## config.mk

```make
export PLATFORM = sky130hd
export DESIGN_NAME = instruction_fetch
export DESIGN_NICKNAME = d
export VERILOG_FILES = /design/src/rtl/instruction_fetch.sv
export SDC_FILE = /design/constraint.sdc
export NUM_CORES = 1
export LEC_CHECK = 0
export CORE_MARGIN = 8
export CORE_UTILIZATION = 35
export DETAILED_ROUTE_END_ITERATION = 10
export PLACE_DENSITY = 0.66
export SYNTH_ARGS = -nofsm -noshare
export SYNTH_HDL_FRONTEND = slang
export SYNTH_SLANG_ARGS = --single-unit
```

## constraint.sdc

```tcl
create_clock -name clk -period 2.1 [get_ports clk]
set_clock_uncertainty 0.15 [all_clocks]
set_input_delay 0.21 -clock clk [delete_from_list [all_inputs] [get_ports clk]]
set_output_delay 0.21 -clock clk [all_outputs]
set_load 0.02 [all_outputs]
```

## src/rtl/instruction_fetch.sv

```systemverilog
// instruction_fetch: PC, imem request/ack fetch, IF/ID register with one-entry skid buffer.
// Optional: define INSTRUCTION_FETCH_ALIGN_CHECK_EN to add alignErr and a HALT state.
//
// Ports:
//   clk, rst_n            clock, synchronous active-low reset
//   imemReq, imemAddr     fetch request (held until imemAck)
//   imemAck, imemData     fetch response
//   stall                 decode cannot accept; IF/ID holds
//   redirect, redirectTarget  taken branch: flush and refetch at target
//   instrValid, instr, opcode, pcPlus4  IF/ID register contents
//   alignErr              (macro only) sticky misaligned-redirect flag
module instruction_fetch #(
    parameter logic [31:0] RESET_PC = 32'h0000_0000
) (
    input  logic        clk,
    input  logic        rst_n,
    output logic        imemReq,
    output logic [31:0] imemAddr,
    input  logic        imemAck,
    input  logic [31:0] imemData,
    input  logic        stall,
    input  logic        redirect,
    input  logic [31:0] redirectTarget,
    output logic        instrValid,
    output logic [31:0] instr,
    output logic [5:0]  opcode,
`ifdef INSTRUCTION_FETCH_ALIGN_CHECK_EN
    output logic        alignErr,
`endif
    output logic [31:0] pcPlus4
);

`ifdef INSTRUCTION_FETCH_ALIGN_CHECK_EN
    typedef enum logic [2:0] {IDLE, WAIT, HOLD, DRAIN, HALT} fetchStateT;
`else
    typedef enum logic [1:0] {IDLE, WAIT, HOLD, DRAIN} fetchStateT;
`endif

    fetchStateT  state;
    logic [31:0] pc;
    logic [31:0] skidInstr;
    logic [31:0] skidPc4;

    logic [31:0] pcNext4;
    logic [31:0] target;
    logic        ifIdFree;
    logic        badTarget;
    logic        haltNow;

    assign pcNext4  = pc + 32'd4;
    // Low address bits are dropped; with the check enabled a nonzero
    // value halts the stage instead of being fetched.
    assign target   = redirectTarget & 32'hFFFF_FFFC;
    assign ifIdFree = !instrValid || !stall;
    assign opcode   = instr[31:26];

`ifdef INSTRUCTION_FETCH_ALIGN_CHECK_EN
    assign badTarget = redirect && (redirectTarget[1:0] != 2'b00);
    // A halt decided earlier (during a drain) is remembered in alignErr.
    assign haltNow   = badTarget || alignErr;
`else
    assign badTarget = 1'b0;
    assign haltNow   = 1'b0;
`endif

    always_ff @(posedge clk) begin
        if (!rst_n) begin
            state      <= IDLE;
            pc         <= RESET_PC;
            imemReq    <= 1'b0;
            imemAddr   <= RESET_PC;
            instrValid <= 1'b0;
            instr      <= 32'h0;
            pcPlus4    <= 32'h0;
            skidInstr  <= 32'h0;
            skidPc4    <= 32'h0;
`ifdef INSTRUCTION_FETCH_ALIGN_CHECK_EN
            alignErr   <= 1'b0;
`endif
        end else begin
`ifdef INSTRUCTION_FETCH_ALIGN_CHECK_EN
            if (badTarget && state != IDLE && state != HALT)
                alignErr <= 1'b1;
`endif
            unique case (state)
                IDLE: begin
                    state    <= WAIT;
                    imemReq  <= 1'b1;
                    imemAddr <= pc;
                end

                WAIT: begin
                    if (redirect) begin
                        instrValid <= 1'b0;
                        pc         <= target;
                        if (imemAck) begin
`ifdef INSTRUCTION_FETCH_ALIGN_CHECK_EN
                            if (haltNow) begin
                                state   <= HALT;
                                imemReq <= 1'b0;
                            end else
`endif
                            begin
                                state    <= WAIT;
                                imemAddr <= target;
                            end
                        end else begin
                            // Request in flight: keep it up until acked.
                            state <= DRAIN;
                        end
                    end else if (imemAck) begin
                        pc <= pcNext4;
                        if (ifIdFree) begin
                            instr      <= imemData;
                            pcPlus4    <= pcNext4;
                            instrValid <= 1'b1;
                            imemAddr   <= pcNext4;
                        end else begin
                            skidInstr <= imemData;
                            skidPc4   <= pcNext4;
                            imemReq   <= 1'b0;
                            state     <= HOLD;
                        end
                    end else if (!stall) begin
                        instrValid <= 1'b0;
                    end
                end

                HOLD: begin
                    if (redirect) begin
                        instrValid <= 1'b0;
                        skidInstr  <= 32'h0;
                        skidPc4    <= 32'h0;
                        pc         <= target;
`ifdef INSTRUCTION_FETCH_ALIGN_CHECK_EN
                        if (haltNow) begin
                            state <= HALT;
                        end else
`endif
                        begin
                            state    <= WAIT;
                            imemReq  <= 1'b1;
                            imemAddr <= target;
                        end
                    end else if (!stall) begin
                        instr      <= skidInstr;
                        pcPlus4    <= skidPc4;
                        instrValid <= 1'b1;
                        skidInstr  <= 32'h0;
                        skidPc4    <= 32'h0;
                        state      <= WAIT;
                        imemReq    <= 1'b1;
                        imemAddr   <= pc;
                    end
                end

                DRAIN: begin
                    instrValid <= 1'b0;
                    if (redirect)
                        pc <= target;
                    // The drained word belongs to the flushed path.
                    if (imemAck) begin
`ifdef INSTRUCTION_FETCH_ALIGN_CHECK_EN
                        if (haltNow) begin
                            state   <= HALT;
                            imemReq <= 1'b0;
                        end else
`endif
                        begin
                            state    <= WAIT;
                            imemAddr <= redirect ? target : pc;
                        end
                    end
                end

`ifdef INSTRUCTION_FETCH_ALIGN_CHECK_EN
                HALT: begin
                    imemReq    <= 1'b0;
                    instrValid <= 1'b0;
                end
`endif

                default: begin
                    state   <= IDLE;
                    imemReq <= 1'b0;
                end
            endcase
        end
    end

endmodule

```

==> results.json <==
{
  "outcome": "completed",
  "grt_pass1_vias": 9726,
  "wl_per_cell_um": 18.9,
  "grt_max_degree": 63,
  "dp_hpwl_um": 24400,
  "via_count": 10300,
  "ys_seq_elements": 196,
  "finalCritPeriodShare_pct": 98.7,
  "floorplan.rows": 61,
  "clk_pin_slew_ps": 80,
  "critPathTopFamily": "compound AO/OA/AOI/OAI gates",
  "drt_pre_antenna_iters": 5,
  "yosysMostFrequentCell": "dfxtp_1",
  "crit_buf_inv": 2,
  "placed_cell_area_sq_um": 12900,
  "initial_core_util_pct": 35.3,
  "ys_warn_count": 0,
  "antenna_found_initial": 0,
  "cp_data_required_time_ps": 2280,
  "hold_end": "state[1]",
  "period_needed_ps": 2070,
  "die_y_um": 183,
  "cts_sinks": 196,
  "p_sw_mw": 2.82,
  "grt_pass1_wl_um": 54200,
  "clk_latency_ps": 450,
  "timing.rr.end": "pcPlus4[22]",
  "root_buffer": "clkbuf_16",
  "hold_ws_ps": 98.4,
  "gp_congestion": 0.956,
  "diodes": 0,
  "synth_top_cell_area_share_pct": 40.2,
  "ir_drop_uv": 589,
  "path_cells": "buf_4, nand4_1, buf_4, or2_2, o31a_1, o311a_1",
  "final_area_sq_um": 14000,
  "grtUsageTotal_pct": 20.0,
  "max_slew.worst_pin.slew_ps": 567,
  "routed_via_density": 5.57,
  "syn2layout_area_growth_pct": 43.5,
  "dieWidth_um": 183,
  "yosysUniqueCellTypes": 78,
  "leakagePower_nw": 5.07,
  "rsz0062_at_grt": "yes",
  "crit_path_top_delay_cell": "dfxtp_1",
  "clock_path_buffers": 2,
  "ys_dominant_reg_cell": "dfxtp_1",
  "ctsHtreeMaxLevel": 4,
  "synth_edf_count": 0,
  "synth.cell_area_sq_um": 9760,
  "worstHoldStart": "redirect",
  "worstSetupEndpointType": "register",
  "max_freq_ghz": 0.482,
  "cts_made_buffers": 17,
  "setup_viol": 0,
  "r2r_start": "pc[18]",
  "syn_inst": 1228,
  "power_density_nw_per_um2": 658,
  "portBuffers": 170,
  "hold_path.class": "in -> reg",
  "detail-route-antenna-nets": 0,
  "yosys.area.top_type": "dfxtp_1",
  "pin_count": 173,
  "drive_above_1_share_pct": 20.5,
  "worstPathArrival_ps": 2250,
  "synthArstFlopShare_pct": 0,
  "hold_viol": 0,
  "dieArea_sq_um": 33500,
  "drv_slew": 0,
  "ys_seq_area_share_pct": 40.2,
  "drt_wl_total_um": 35000,
  "fill_cells": 2606,
  "maxCapViolCount": 0,
  "pwr-share-seq_pct": 43.4,
  "syn-num-nets": 1298,
  "p_int_mw": 6.40,
  "ys_top_cells_by_count": "dfxtp_1, nand2_1, nor2_1",
  "relSlewSlack_pct": 61.9,
  "combPwrFrac_pct": 18.8,
  "drt_iter0_markers": 956,
  "cts_tree": "yes",
  "core-area_sq_um": 27600,
  "start_kind": "register",
  "reg2reg_slack_ps": 30,
  "fin_nets": 1527,
  "p_clk_share_pct": 37.8,
  "critPathMaxFanout": 3,
  "hold_path_depth": 4,
  "worst-r2r-cell-count": 6,
  "p_sw_share_pct": 30.6,
  "criticalPathCategory": "reg -> reg",
  "slowest_delay_ps": 400,
  "cpMostUsedCell": "buf_4",
  "synthTopCellsByArea": "dfxtp_1, nand2_1, nor2_1, a22oi_1, o21ai_0",
  "grt.overflow.total": 0,
  "drc_errors": 0,
  "avgSynthCellArea_sq_um": 7.95
}
[how the worst max path moves through the flow]
stage                              end      from  depth (start not counted)  slack (ps)
final                      pcPlus4[22]    pc[18]                          6          30
after global routing       skidPc4[25]     pc[8]                          8         -60
after CTS                    instr[17]  state[1]                          7           7
after detailed placement     instr[29]   imemAck                          7        -470
after global placement     pcPlus4[31]   imemAck                          8        -330
after floorplan           imemAddr[13]     pc[7]                          6          10
[power by group through the flow]
stage                     registers (mW)  logic (mW)  clock network, mW
after global routing                4.02        1.86               3.67
after detailed placement            4.07        1.64                  0
after floorplan                     4.16       0.741                  0
after CTS                           3.99        1.67               3.53
final                               4.00        1.73               3.49
after global placement              4.07        1.63                  0
[area by class of cell]
type,instances,area (sq um),area share (%)
tap,378,473,3.38
inverter,14,55.1,0.393
clock buffer,17,425,3.04
timing repair buffer,344,3290,23.5
clock inverter,15,209,1.49
sequential,196,3970,28.3
multi-input combinational,884,5580,39.9
[timing repair]
item | CTS | global route
resized for setup | 22 | 58
hold buffers | 1 | 0
hold endpoints to repair | 2 | 0
endpoints found under the setup margin | 83 | 151
cloned | 2 | 3
setup buffers | 0 | 4
pin swaps | 3 | 11
[logic make-up (layout without fill, tap and decap cells)]
family / after synthesis / after routing / share of synthesized area [%]
compound gates: 343 / 343 / 24.5
xor+xnor: 29 / 29 / 2.60
fa+ha+maj: 1 / 1 / 0.128
buf+inv: 149 / 390 / 6.47
flops: 196 / 196 / 40.2
mux: 18 / 18 / 1.88
simple gates: 492 / 493 / 24.2
[layer usage]
metal	track usage, %	wire length (um)	share of wire [%]
met1	27.2	15700	45
met3	3.62	2490	7.1
met5	0	0	0
met4	5.47	725	2.1
met2	32.1	16100	46
[worst reg2reg max path, delay by kind of cell, from the launching register on]
kind                   cells  cell delay (ps)
AND/OR/NAND/NOR            2              500
buffers and inverters      2              350
AO/OA/AOI/OAI              2              570
flip-flops                 1              400
[registers in the layout, summed over array words and instances (netlist names)]
register and cells:
imemAddr 32, imemReq 1, instr 32, instrValid 1, pc 32, pcPlus4 32, skidInstr 32, skidPc4 32
state 2
[through the flow]
stage / cells / power, mW / TNS [ps] / setup WS (ps) / util (%)
2_1_floorplan: 1228 / 4.90 / 0 / 11.7 / -
4_1_cts: 1841 / 9.19 / 0 / 7.24 / 49.4
3_5_place_dp: 1806 / 5.71 / -43830 / -473 / 46.6
5_1_grt: 1848 / 9.55 / -261 / -59.6 / 50.7
3_3_place_gp: 1806 / 5.70 / -30940 / -334 / 46.6
6_report: 1848 / 9.22 / 0 / 27.3 / 50.7
[cells in the final DEF, fill, tap and decap left out, types with 17 or more instances in the layout]
cell type and count:
a21oi_1 56, a22oi_1 52, a311oi_1 36, buf_12 17, buf_4 147, clkbuf_16 19
clkdlybuf4s50_1 167, dfxtp_1 175, nand2_1 167, nand3_1 56, nand4_1 17, nor2_1 141
o211ai_1 26, o21ai_0 67
No activity file was read; power rests on OpenSTA's default activity.
